`src/rtl/lfsr_prbs_if.sv`:
```
// Signal bundle for lfsr_prbs_engine: generator/checker controls in, LFSR state and
// checker status out.
interface lfsr_prbs_if #(
   parameter int unsigned WIDTH     = 16,
   parameter int unsigned ERR_WIDTH = 16
);
   logic                 mode;
   logic                 en;
   logic                 load;
   logic [WIDTH-1:0]     seed;
   logic                 din;
   logic                 din_valid;
   logic                 clr_err;
   logic [WIDTH-1:0]     q;
   logic                 dout;
   logic                 locked;
   logic                 err_pulse;
   logic [ERR_WIDTH-1:0] err_count;
   logic                 lockup_fix;

   modport master (
      output mode, en, load, seed, din, din_valid, clr_err,
      input  q, dout, locked, err_pulse, err_count, lockup_fix
   );

   modport slave (
      input  mode, en, load, seed, din, din_valid, clr_err,
      output q, dout, locked, err_pulse, err_count, lockup_fix
   );
endinterface

```
`src/rtl/lfsr_prbs_engine.sv`:
```
// Fibonacci XNOR LFSR acting as PRBS generator (mode=0) or self-synchronising
// PRBS checker with lock/loss tracking and a saturating error counter (mode=1).
module lfsr_prbs_engine #(
   parameter int unsigned    WIDTH      = 16,
   parameter logic [WIDTH-1:0] TAPS     = 16'hD008,
   parameter int unsigned    LOCK_COUNT = 8,
   parameter int unsigned    LOSS_COUNT = 4,
   parameter int unsigned    ERR_WIDTH  = 16
) (
   input  logic         clk,
   input  logic         reset,
   lfsr_prbs_if.slave   bus
);

   localparam int unsigned FillW = $clog2(WIDTH + 1);
   localparam int unsigned LockW = $clog2(LOCK_COUNT + 1);
   localparam int unsigned LossW = $clog2(LOSS_COUNT + 1);

   localparam logic [0:0] StSearch = 1'b0;
   localparam logic [0:0] StLocked = 1'b1;

   logic [WIDTH-1:0]     q_d, q_q;
   logic [0:0]           state_d, state_q;
   logic [FillW-1:0]     fill_cnt_d, fill_cnt_q;
   logic [LockW-1:0]     match_cnt_d, match_cnt_q;
   logic [LossW-1:0]     miss_cnt_d, miss_cnt_q;
   logic [ERR_WIDTH-1:0] err_count_d, err_count_q;
   logic                 err_pulse_d, err_pulse_q;
   logic                 lockup_fix_d, lockup_fix_q;
   logic                 fb;
   logic                 err_hit;

   // XNOR feedback keeps all-zeros legal; all-ones is the stuck state.
   assign fb = ~^(q_q & TAPS);

   always_comb begin
      q_d          = q_q;
      state_d      = state_q;
      fill_cnt_d   = fill_cnt_q;
      match_cnt_d  = match_cnt_q;
      miss_cnt_d   = miss_cnt_q;
      err_pulse_d  = 1'b0;
      lockup_fix_d = 1'b0;
      err_hit      = 1'b0;

      if (!bus.mode) begin
         state_d     = StSearch;
         fill_cnt_d  = '0;
         match_cnt_d = '0;
         miss_cnt_d  = '0;
         if (bus.load) begin
            if (&bus.seed) begin
               q_d          = '0;
               lockup_fix_d = 1'b1;
            end else begin
               q_d = bus.seed;
            end
         end else if (bus.en) begin
            q_d = {q_q[WIDTH-2:0], fb};
         end
      end else if (bus.din_valid) begin
         case (state_q)
            StSearch: begin
               q_d = {q_q[WIDTH-2:0], bus.din};
               if (fill_cnt_q < FillW'(WIDTH)) begin
                  fill_cnt_d = fill_cnt_q + FillW'(1);
               end else if (bus.din == fb) begin
                  if (match_cnt_q == LockW'(LOCK_COUNT - 1)) begin
                     state_d     = StLocked;
                     match_cnt_d = '0;
                     miss_cnt_d  = '0;
                  end else begin
                     match_cnt_d = match_cnt_q + LockW'(1);
                  end
               end else begin
                  match_cnt_d = '0;
               end
            end
            default: begin
               // Locked: free-run on internal feedback, din only scored.
               q_d = {q_q[WIDTH-2:0], fb};
               if (bus.din == fb) begin
                  miss_cnt_d = '0;
               end else begin
                  err_hit     = 1'b1;
                  err_pulse_d = 1'b1;
                  if (miss_cnt_q == LossW'(LOSS_COUNT - 1)) begin
                     state_d     = StSearch;
                     fill_cnt_d  = '0;
                     match_cnt_d = '0;
                     miss_cnt_d  = '0;
                  end else begin
                     miss_cnt_d = miss_cnt_q + LossW'(1);
                  end
               end
            end
         endcase
      end

      err_count_d = err_count_q;
      if (bus.clr_err) begin
         err_count_d = '0;
      end else if (err_hit && !(&err_count_q)) begin
         err_count_d = err_count_q + ERR_WIDTH'(1);
      end
   end

   always_ff @(posedge clk or posedge reset) begin
      if (reset) begin
         q_q          <= '0;
         state_q      <= StSearch;
         fill_cnt_q   <= '0;
         match_cnt_q  <= '0;
         miss_cnt_q   <= '0;
         err_count_q  <= '0;
         err_pulse_q  <= 1'b0;
         lockup_fix_q <= 1'b0;
      end else begin
         q_q          <= q_d;
         state_q      <= state_d;
         fill_cnt_q   <= fill_cnt_d;
         match_cnt_q  <= match_cnt_d;
         miss_cnt_q   <= miss_cnt_d;
         err_count_q  <= err_count_d;
         err_pulse_q  <= err_pulse_d;
         lockup_fix_q <= lockup_fix_d;
      end
   end

   assign bus.q          = q_q;
   assign bus.dout       = q_q[WIDTH-1];
   assign bus.locked     = (state_q == StLocked);
   assign bus.err_pulse  = err_pulse_q;
   assign bus.err_count  = err_count_q;
   assign bus.lockup_fix = lockup_fix_q;

endmodule

```
`src/flat_wrapper.sv`:
```
// flat-port wrapper written by rule: the top's interface ports become plain ports
module lfsr_prbs_engine_flat 
#(
   parameter int unsigned    WIDTH      = 16,
   parameter logic [WIDTH-1:0] TAPS     = 16'hD008,
   parameter int unsigned    LOCK_COUNT = 8,
   parameter int unsigned    LOSS_COUNT = 4,
   parameter int unsigned    ERR_WIDTH  = 16
)
  (clk, reset, bus_mode, bus_en, bus_load, bus_seed, bus_din, bus_din_valid, bus_clr_err, bus_q, bus_dout, bus_locked, bus_err_pulse, bus_err_count, bus_lockup_fix);
  lfsr_prbs_if #(.WIDTH(WIDTH), .ERR_WIDTH(ERR_WIDTH)) bus_i ();
  input  logic clk;
  input  logic reset;
  input wire logic [$bits(bus_i.mode)-1:0] bus_mode;
  input wire logic [$bits(bus_i.en)-1:0] bus_en;
  input wire logic [$bits(bus_i.load)-1:0] bus_load;
  input wire logic [$bits(bus_i.seed)-1:0] bus_seed;
  input wire logic [$bits(bus_i.din)-1:0] bus_din;
  input wire logic [$bits(bus_i.din_valid)-1:0] bus_din_valid;
  input wire logic [$bits(bus_i.clr_err)-1:0] bus_clr_err;
  output wire logic [$bits(bus_i.q)-1:0] bus_q;
  output wire logic [$bits(bus_i.dout)-1:0] bus_dout;
  output wire logic [$bits(bus_i.locked)-1:0] bus_locked;
  output wire logic [$bits(bus_i.err_pulse)-1:0] bus_err_pulse;
  output wire logic [$bits(bus_i.err_count)-1:0] bus_err_count;
  output wire logic [$bits(bus_i.lockup_fix)-1:0] bus_lockup_fix;
  assign bus_i.mode = bus_mode;
  assign bus_i.en = bus_en;
  assign bus_i.load = bus_load;
  assign bus_i.seed = bus_seed;
  assign bus_i.din = bus_din;
  assign bus_i.din_valid = bus_din_valid;
  assign bus_i.clr_err = bus_clr_err;
  assign bus_q = bus_i.q;
  assign bus_dout = bus_i.dout;
  assign bus_locked = bus_i.locked;
  assign bus_err_pulse = bus_i.err_pulse;
  assign bus_err_count = bus_i.err_count;
  assign bus_lockup_fix = bus_i.lockup_fix;
  lfsr_prbs_engine #(.WIDTH(WIDTH), .TAPS(TAPS), .LOCK_COUNT(LOCK_COUNT), .LOSS_COUNT(LOSS_COUNT), .ERR_WIDTH(ERR_WIDTH)) u_core (.clk(clk), .reset(reset), .bus(bus_i));
endmodule
```
`config.mk`:
```
export PLATFORM = sky130hd
export DESIGN_NAME = lfsr_prbs_engine_flat
export DESIGN_NICKNAME = d
export VERILOG_FILES = /design/src/rtl/lfsr_prbs_if.sv /design/src/rtl/lfsr_prbs_engine.sv /design/src/flat_wrapper.sv
export SDC_FILE = /design/constraint.sdc
export NUM_CORES = 1
export LEC_CHECK = 0
export ABC_AREA = 1
export BUFFER_PORTS_ARGS = -buffer_cell sky130_fd_sc_hd__buf_2
export CAP_MARGIN = 20
export CORE_MARGIN = 4
export CORE_UTILIZATION = 50
export DETAILED_ROUTE_END_ITERATION = 7
export PLACE_DENSITY = 0.76
export SYNTH_ARGS = -nofsm -noshare
export SYNTH_HDL_FRONTEND = slang
export SYNTH_SLANG_ARGS = --single-unit
```
`constraint.sdc`:
```
create_clock -name clk -period 1.6 [get_ports clk]
set_input_delay 0.08 -clock clk [delete_from_list [all_inputs] [get_ports clk]]
set_output_delay 0.08 -clock clk [all_outputs]
set_load 0.005 [all_outputs]
```
== Yosys cells after proc, flatten, opt, wreduce, memory -nomap -nowiden ==
Index checks and enable logic that the tools add are counted.

* Output and inout bits: 36
* Logic and storage cells: 79
* Register bits: 47
* Bits of input ports: 24

* Eq/ne operators: 10
* Reductions and logical operators: 11
* Multiplexer cells: 45
* $add $sub $neg: 4
* Magnitude comparators: 1

{| class="wikitable"
|+ Operator list
! kind !! count
|-
| 16-bit 2-to-1 mux || 7
|-
| 4-bit 2-to-1 mux || 8
|-
| 16-bit AND reduction || 2
|-
| 5-bit 2-to-1 mux || 6
|-
| 3-bit 2-to-1 mux || 8
|-
| 16-bit by 1-bit adder with 16-bit output (second input constant) || 1
|-
| 1-bit 2-to-1 mux || 16
|-
| 16-bit XNOR reduction || 1
|-
| 4-bit AND reduction || 3
|-
| 3-bit by 1-bit inequality test with 1-bit output (second input constant) || 3
|-
| 3-bit inequality test (second input constant) || 2
|-
| 5-bit by 1-bit adder with 5-bit output (second input constant) || 1
|-
| 5-bit less-than comparator (second input constant) || 1
|-
| 4-bit by 1-bit adder with 4-bit output (second input constant) || 1
|-
| 4-bit by 3-bit == test with 1-bit output (second input constant) || 1
|-
| 3-bit by 1-bit adder with 3-bit output (second input constant) || 1
|-
| 3-bit by 2-bit == test with 1-bit output (second input constant) || 1
|-
| 3-bit by 2-bit inequality test with 1-bit output (second input constant) || 1
|-
| 3-bit nonzero test || 1
|-
| 2-bit by 1-bit inequality test with 1-bit output (second input constant) || 1
|-
| 2-bit AND reduction || 1
|-
| 2-bit nonzero test || 1
|-
| 1-bit == test || 1
|-
| 1-bit logical AND || 1
|-
| 1-bit zero test || 1
|}

== Longest topological paths before layout ==
Gate-level depths: netlist of run 1.

* Depth after elaboration: 9
* Mapped depth: 11
* Depth with buffers taken out: 11

== Worst setup path after synthesis of run 1 ==
Ideal clock, no wire load.

* Path type: register to register
* Start: register u_core.err_count_q[0], in the netlist u_core.bus.err_count[0]
* End: register u_core.err_count_q[9], in the netlist u_core.bus.err_count[9]
* Cell stages (with the launch flop): 12
* Path buffers: 1
* Clock period less this slack: 1,535 ps
* Required time: 1,482 ps
* Setup slack: 65 ps
* Setup time: 118 ps
* Arrival time: 1,418 ps
* Cells stage by stage: dfrtp_1 ha_1 nand2_1 inv_2 nand2_4 nor2_4 nand3_2 nand4_4 nand2_4 buf_6 nand2_1 nand2_1

* Longest elaborated chain between the ends: 4
* Elaborated cells between the ends (all ways): 7
* Those cells by class: add/sub (1); mux (2); reduce/logical (4)

{| class="wikitable"
|+ RTL lines
! item !! RTL line !! source
|-
| start, declared || lfsr_prbs_engine.sv:27 || <nowiki>logic [ERR_WIDTH-1:0] err_count_d, err_count_q;</nowiki>
|-
| start signal, assigned || lfsr_prbs_engine.sv:124 || <nowiki>err_count_q <= err_count_d;</nowiki>
|-
| branches (longest 4 deep; another with 16-bit by 1-bit adder with 16-bit output) || -- ||
|}

Parallel ways; which one is timed is not known. The select of a mux whose other input is x is not followed.
A chain may end at the register's enable or synchronous reset.

== Worst setup path in the final report of run 1 ==
* Start: register u_core.q_q[3], in the netlist u_core.bus.q[3]
* End: register u_core.err_count_q[10], in the netlist u_core.bus.err_count[10]

* Longest elaborated chain between the ends: 8

{| class="wikitable"
|+ RTL lines
! item !! RTL line !! source
|-
| start, declared || lfsr_prbs_engine.sv:22 || <nowiki>logic [WIDTH-1:0] q_d, q_q;</nowiki>
|-
| start signal, assigned || lfsr_prbs_engine.sv:119 || <nowiki>q_q <= q_d;</nowiki>
|-
| 16-bit XNOR reduction || lfsr_prbs_engine.sv:34 || <nowiki>assign fb = ~^(q_q & TAPS);</nowiki>
|-
| 1-bit == test || lfsr_prbs_engine.sv:82 || <nowiki>if (bus.din == fb) begin</nowiki>
|-
| 1-bit 2-to-1 mux || lfsr_prbs_engine.sv:82 ||
|-
| 1-bit 2-to-1 mux || lfsr_prbs_engine.sv:62 || <nowiki>case (state_q)</nowiki>
|-
| 1-bit 2-to-1 mux || lfsr_prbs_engine.sv:61 || <nowiki>end else if (bus.din_valid) begin</nowiki>
|-
| 1-bit 2-to-1 mux || lfsr_prbs_engine.sv:46 || <nowiki>if (!bus.mode) begin</nowiki>
|-
| 1-bit logical AND || lfsr_prbs_engine.sv:103 || <nowiki>end else if (err_hit && !(&err_count_q)) begin</nowiki>
|-
| 2-bit nonzero test (no line) || -- ||
|}

No other way between the ends.

==> flow_metrics.py, run 1 <==
metrics = {
    "clocking": {
        "htreeDepth": 2,
        "clock-sinks": 47,
        "worstSkewPairLatency_ns": 0.31,
        "cts_tree": "done",
        "clkTransAtPathRegs_ns": 0.09,
        "numCtsBuffers": 5,
        "root_buffer": "clkbuf_8",
        "clockBufferDepth": 2,
    },
    "placed_design": {
        "place_ws_ns": 0.0105,
        "portBuffers": 59,
        "dp.cells": 562,
        "globalplace.congestion": 0.868,
        "hpwl_um": 5470,
    },
    "sta": {
        "period_minus_slack_ns": 1.59,
        "finalHoldViolCount": 0,
        "setup_slack_ns": 0.0139,
        "fin_skew_ns": 0.00937,
        "setup_violations": 0,
        "post-route-period-util": 0.991,
        "relSlewSlack": 0.675,
        "rsz0062_at_grt": "yes",
        "slew_viol_final": 0,
        "worst_pin_slew_ns": 0.487,
        "hold_slack_ns": 0.0976,
        "fmax_mhz": 630,
    },
    "global_routing": {
        "grt.total_usage": 0.211,
        "antenna_found_initial": 0,
        "grt_pass1_vias": 2830,
        "grt_overflow": 0,
        "grt_max_degree": 32,
        "grt_pass1_wl_um": 12600,
    },
    "final_layout": {
        "nFillCells": 490,
        "diodes": 0,
        "layout.nets": 533,
        "final_core_util": 0.678,
        "area_delta_synth_final_pct": 28.1,
        "stdcell_count": 578,
        "multi_input_area_mm2": 0.00170,
        "regArea_mm2": 0.00118,
        "drive_above_1_share": 0.292,
    },
    "synth": {
        "ys_seq_elements": 47,
        "synthCells": 424,
        "synth_area_mm2": 0.00301,
        "synth_area_leader_cell": "dfrtp_1",
        "syn_avg_cell_area_um2": 7.09,
        "yosysUniqueCellTypes": 33,
        "ys_warn_count": 0,
        "synthFlopType": "dfrtp_1",
        "synth_top_area_share": 0.391,
        "syn_nets": 452,
        "yosysSeqAreaShare": 0.391,
        "synthArstFlopShare": 1.00,
        "yosys-top-cells-area": "dfrtp_1 (39%), nand2_1 (13%), nor2_1 (9.0%), inv_1 (6.9%), nand3_1 (5.2%)",
        "synth_edf_count": 0,
    },
    "hold_path": {
        "hold_class": "in -> reg",
    },
    "drt": {
        "drcViolationCount": 0,
        "viasPerCell": 5.20,
        "drt_iter0_drc": 189,
        "drt-pass1-iter-count": 5,
        "ant_nets": 0,
        "totalWireLength_um": 7750,
        "num_vias": 3006,
        "wire_per_inst_um": 13.4,
    },
    "pwr": {
        "ir_drop_v": 0.000412,
        "pwr_density_cell_mw_per_mm2": 783,
        "leakage_nw": 2.08,
    },
    "floorplan": {
        "die_h_um": 85.5,
        "die_w_um": 85.5,
        "dieArea_mm2": 0.00732,
        "ios": 60,
        "initial_core_util": 0.530,
        "fp-row-count": 27,
        "coreArea_mm2": 0.00568,
    },
    "critical_path": {
        "critPathRequiredTime_ns": 1.80,
        "critical_path_class": "reg -> reg",
        "rrSetupSlack_ns": 0.01,
        "cp-start-kind": "register",
        "crit_fanout": 8,
        "worstPathArrival_ns": 1.79,
        "critPathCaptureType": "register",
    },
    "status": {
        "status": "finished clean",
    },
    "run": {
        "cap_violations": 0,
    },
}
## what timing repair did
item	4_1_cts	5_1_grt
buffers inserted	0	6
endpoints found under the hold margin	19	1
setup endpoints to repair	0	26
gates resized for setup	0	43
hold buffers	1	1
## synthesized netlist by cell type (3+ instances only)
library cell / count
a21oi_1: 4
buf_2: 4
buf_4: 4
clkbuf_1: 4
dfrtp_1: 47
ha_1: 4
inv_1: 55
nand2_1: 105
nand2_2: 3
nand2_4: 4
nand3_1: 31
nand4_1: 4
nor2_1: 72
nor3_1: 8
o21ai_0: 22
o22ai_1: 16
or2_2: 5
xnor2_1: 5
xor2_1: 10
## final timing paths
kind,start,cells past startpoint,endpoint
max in group asynchronous,reset,4,u_core.bus.err_count[3]$_DFFE_PP0P_
min in group asynchronous,reset,3,u_core.bus.q[10]$_DFFE_PP0P_
hold / removal,bus_din_valid,3,u_core.bus.locked$_DFFE_PP0N_
setup reg to reg,u_core.bus.q[3]$_DFFE_PP0P_,8,u_core.bus.err_count[10]$_DFFE_PP0P_
setup / recovery,u_core.bus.q[3]$_DFFE_PP0P_,8,u_core.bus.err_count[10]$_DFFE_PP0P_
hold reg to reg,u_core.miss_cnt_q[2]$_DFFE_PP0P_,2,u_core.miss_cnt_q[2]$_DFFE_PP0P_
## worst max-delay path: stages, from the launching register on
cell and delay, ns:
dfrtp_2 0.45, xnor2_2 0.16, nand2_2 0.15, nand2_4 0.08
nand2_4 0.10, nand4_4 0.20, buf_6 0.21, nand3_1 0.07
nand2_1 0.05
## state kept, by name, summed over array words and instances, names as in the netlist
name and count:
u_core.bus.err_pulse 1, u_core.miss_cnt_q 3, u_core.bus.q 16, u_core.bus.err_count 16
u_core.match_cnt_q 4, u_core.bus.locked 1, u_core.bus.lockup_fix 1, u_core.fill_cnt_q 5
## cells in the final DEF (no fill, tap or decap), types with 3 or more instances in the layout
master and n:
a21oi_1 3, buf_2 59, buf_4 21, buf_6 3, clkbuf_8 6, dfrtp_1 44, dfrtp_2 3, ha_1 3
inv_1 51, inv_2 6, nand2_1 101, nand2_2 6, nand2_4 4, nand3_1 16, nand3_2 15, nand4_1 4
nor2_1 70, nor2_4 3, nor3_1 8, o21ai_0 21, o22ai_1 16, or2_2 5, xnor2_1 4, xor2_1 10
## per-layer routing
metal | track usage | vias up | routed length [um]
met4 | 0.0647 | 0 | 112
li1 | - | 1492 | -
met2 | 0.358 | 94 | 3830
met3 | 0.0432 | 14 | 427
met1 | 0.270 | 1406 | 3380
met5 | 0 | - | 0
## cell type report
type / count / area share
Clock inverter: 2 / 0.00910
Multi-Input combinational cell: 306 / 0.441
Sequential cell: 47 / 0.306
Clock buffer: 6 / 0.0214
Tap cell: 72 / 0.0234
Timing Repair Buffer: 87 / 0.142
Inverter: 58 / 0.0565
## cells by family after synthesis
logic type | share of synthesized area
simple gates | 0.367
xor+xnor | 0.0437
fa+ha+maj | 0.0167
compound gates | 0.0837
flops | 0.391
buf+inv | 0.0978
## through the flow
step	TNS, ns	cell area, um^2	power (mW)
after global placement	0	3490	2.00
after global routing	-1.25	3850	3.18
after detailed placement	0	3490	2.02
final	0	3850	3.01
after CTS	0	3620	2.94
after floorplan	0	3010	1.80
## where the power goes
group,internal [mW],switching [mW]
Combinational,0.301,0.427
Sequential,1.28,0.0782
Clock,0.506,0.419
Total,2.09,0.925
(Power assumes the default switching activity.)
==> run 2: changes to the inputs <==
--- a/config.mk
+++ b/config.mk
@@ -10,8 +10,9 @@
 export CAP_MARGIN = 20
 export CORE_MARGIN = 4
 export CORE_UTILIZATION = 50
+export CTS_BUF_LIST = sky130_fd_sc_hd__clkbuf_8 sky130_fd_sc_hd__clkbuf_16
 export DETAILED_ROUTE_END_ITERATION = 7
-export PLACE_DENSITY = 0.76
+export PLACE_DENSITY = 0.88
 export SYNTH_ARGS = -nofsm -noshare
 export SYNTH_HDL_FRONTEND = slang
 export SYNTH_SLANG_ARGS = --single-unit
==> flow_metrics.py, run 2 (synthesis results as in run 1) <==
metrics = {
    "drt": {
        "drt_iter0_drc": 152,
        "drcViolationCount": 0,
        "viasPerCell": 5.24,
        "wire_per_inst_um": 12.9,
        "drt-pass1-iter-count": 4,
        "totalWireLength_um": 7450,
        "num_vias": 3026,
        "ant_nets": 0,
    },
    "sta": {
        "rsz0062_at_grt": "yes",
        "worst_pin_slew_ns": 0.499,
        "period_minus_slack_ns": 1.56,
        "fin_skew_ns": 0.00228,
        "setup_violations": 0,
        "post-route-period-util": 0.973,
        "slew_viol_final": 0,
        "hold_slack_ns": 0.0388,
        "finalHoldViolCount": 0,
        "relSlewSlack": 0.667,
        "fmax_mhz": 643,
    },
    "pwr": {
        "p_sw_frac": 0.320,
        "ir_drop_v": 0.000650,
        "pwr_density_cell_mw_per_mm2": 757,
        "pwr-share-clk": 0.258,
        "p_sw_mw": 0.906,
        "p_comb_frac": 0.264,
        "internal_power_mw": 1.93,
        "seqPwrFrac": 0.478,
        "leakage_nw": 2.04,
    },
    "final_layout": {
        "multi_input_area_mm2": 0.00164,
        "regArea_mm2": 0.00118,
        "final_common_cell": "nand2_1",
        "layout.nets": 533,
        "diodes": 0,
        "layout_common_cells": "nand2_1 (104), nor2_1 (67), buf_2 (59)",
        "area_delta_synth_final_pct": 24.5,
        "final_core_util": 0.659,
        "final_design_area_no_fill_mm2": 0.00374,
        "nFillCells": 466,
        "drive_above_1_share": 0.271,
    },
    "critical_path": {
        "critPathRequiredTime_ns": 1.80,
        "slowest_stage": "dfrtp_1",
        "rrSetupSlack_ns": 0.04,
        "critical_path_class": "reg -> reg",
        "r2r-start": "u_core.bus.q[3]$_DFFE_PP0P_",
        "worstPathArrival_ns": 1.75,
        "cp-start-kind": "register",
        "worstPathCellList": "xnor2_1 > nand2_2 > nand3_4 > nand4_4 > buf_6 > nand3_1 > nand2_1",
        "crit_fanout": 7,
        "worst-r2r-cell-count": 7,
        "max_stage_delay_ns": 0.45,
        "reg2reg_to": "u_core.bus.err_count[5]$_DFFE_PP0P_",
        "critPathCaptureType": "register",
    },
    "placed_design": {
        "hpwl_um": 5460,
        "portBuffers": 59,
        "globalplace.congestion": 0.894,
        "dpl_cell_area_mm2": 0.00347,
    },
    "floorplan": {
        "dieArea_mm2": 0.00732,
        "coreArea_mm2": 0.00568,
        "fp-row-count": 27,
        "die_w_um": 85.5,
        "die_h_um": 85.5,
        "initial_core_util": 0.530,
        "ios": 60,
    },
    "hold_path": {
        "holdCritStartpoint": "bus_din_valid",
        "min_to": "u_core.bus.locked$_DFFE_PP0N_",
        "hold_class": "in -> reg",
        "whs_path_depth": 2,
    },
    "clocking": {
        "clock-sinks": 47,
        "numCtsBuffers": 5,
        "worstSkewPairLatency_ns": 0.30,
        "cts_tree": "done",
        "clkTransAtPathRegs_ns": 0.08,
        "root_buffer": "clkbuf_8",
        "htreeDepth": 2,
        "clockBufferDepth": 2,
    },
    "run": {
        "cap_violations": 0,
    },
    "global_routing": {
        "grt.total_usage": 0.207,
        "grt_max_degree": 32,
        "grt_overflow": 0,
        "antenna_found_initial": 0,
        "grt_pass1_vias": 2866,
        "grt_pass1_wl_um": 12500,
    },
    "status": {
        "status": "finished clean",
    },
}
run 2: cell types whose count changed in the layout (fill, tap and decap cells not counted), moves of 3 or more:
cell,change
nand2_2,-3
nor2_2,+4
nand3_1,+9
nor2_1,-3
nand3_2,-11
buf_4,+3
nand2_1,+3
run 2: how the worst max path moves through the flow:
stage | startpoint | to | slack, ns | cells after the start
after floorplan | u_core.bus.err_count[0]$_DFFE_PP0P_ | u_core.bus.err_count[9]$_DFFE_PP0P_ | 0.06 | 11
after global placement | u_core.bus.q[14]$_DFFE_PP0P_ | u_core.fill_cnt_q[4]$_DFFE_PP0P_ | 0.09 | 10
after detailed placement | u_core.bus.err_count[0]$_DFFE_PP0P_ | u_core.bus.err_count[1]$_DFFE_PP0P_ | 0.01 | 10
after CTS | u_core.bus.err_count[0]$_DFFE_PP0P_ | u_core.bus.err_count[1]$_DFFE_PP0P_ | 0.01 | 10
after global routing | u_core.bus.q[3]$_DFFE_PP0P_ | u_core.bus.err_count[12]$_DFFE_PP0P_ | -0.08 | 7
final | u_core.bus.q[3]$_DFFE_PP0P_ | u_core.bus.err_count[5]$_DFFE_PP0P_ | 0.04 | 7
run 2: layout make-up:
type / instances / share of cell area
repair buffers: 87 / 0.141
multi-input cells: 306 / 0.439
well taps: 72 / 0.0241
clock inverters: 1 / 0.00134
inverters: 58 / 0.0582
clock buffers: 6 / 0.0221
flip-flops and latches: 47 / 0.315
run 2: power groups by stage:
stage | sequential [mW] | clock (mW) | combinational [mW]
final | 1.35 | 0.732 | 0.747
after global routing | 1.37 | 0.808 | 0.828
after CTS | 1.35 | 0.755 | 0.654
after detailed placement | 1.37 | 0 | 0.651
after global placement | 1.37 | 0 | 0.631
after floorplan | 1.37 | 0 | 0.427
run 2: stage by stage:
stage	worst slack [ns]	total power [mW]	TNS, ns	instances
6_report	0.0437	2.83	0	577
5_1_grt	-0.0756	3.00	-1.30	577
4_1_cts	0.0109	2.76	0	569
3_5_place_dp	0.0125	2.02	0	561
3_3_place_gp	0.0929	2.00	0	561
2_1_floorplan	0.0648	1.80	0	424
run 2: repair_timing:
item | in CTS | in global routing
endpoints found under the hold margin | 19 | 0
hold buffers | 1 | 0
gates resized for setup | 0 | 29
setup endpoints to repair | 0 | 28
buffers inserted | 0 | 8
run 2: layer usage:
layer	global-route usage	wire length, um
met4	0.0532	107
met5	0	0
met1	0.257	3170
met2	0.368	3740
met3	0.0403	433
run 2: worst max-delay path, delay by kind of cell, from the launching register on:
kind                      cells  cell delay [ns]
DFF                           1             0.45
buffers and inverters         1             0.21
and+or+nand+nor               5             0.57
xor gates and xnor gates      1             0.23
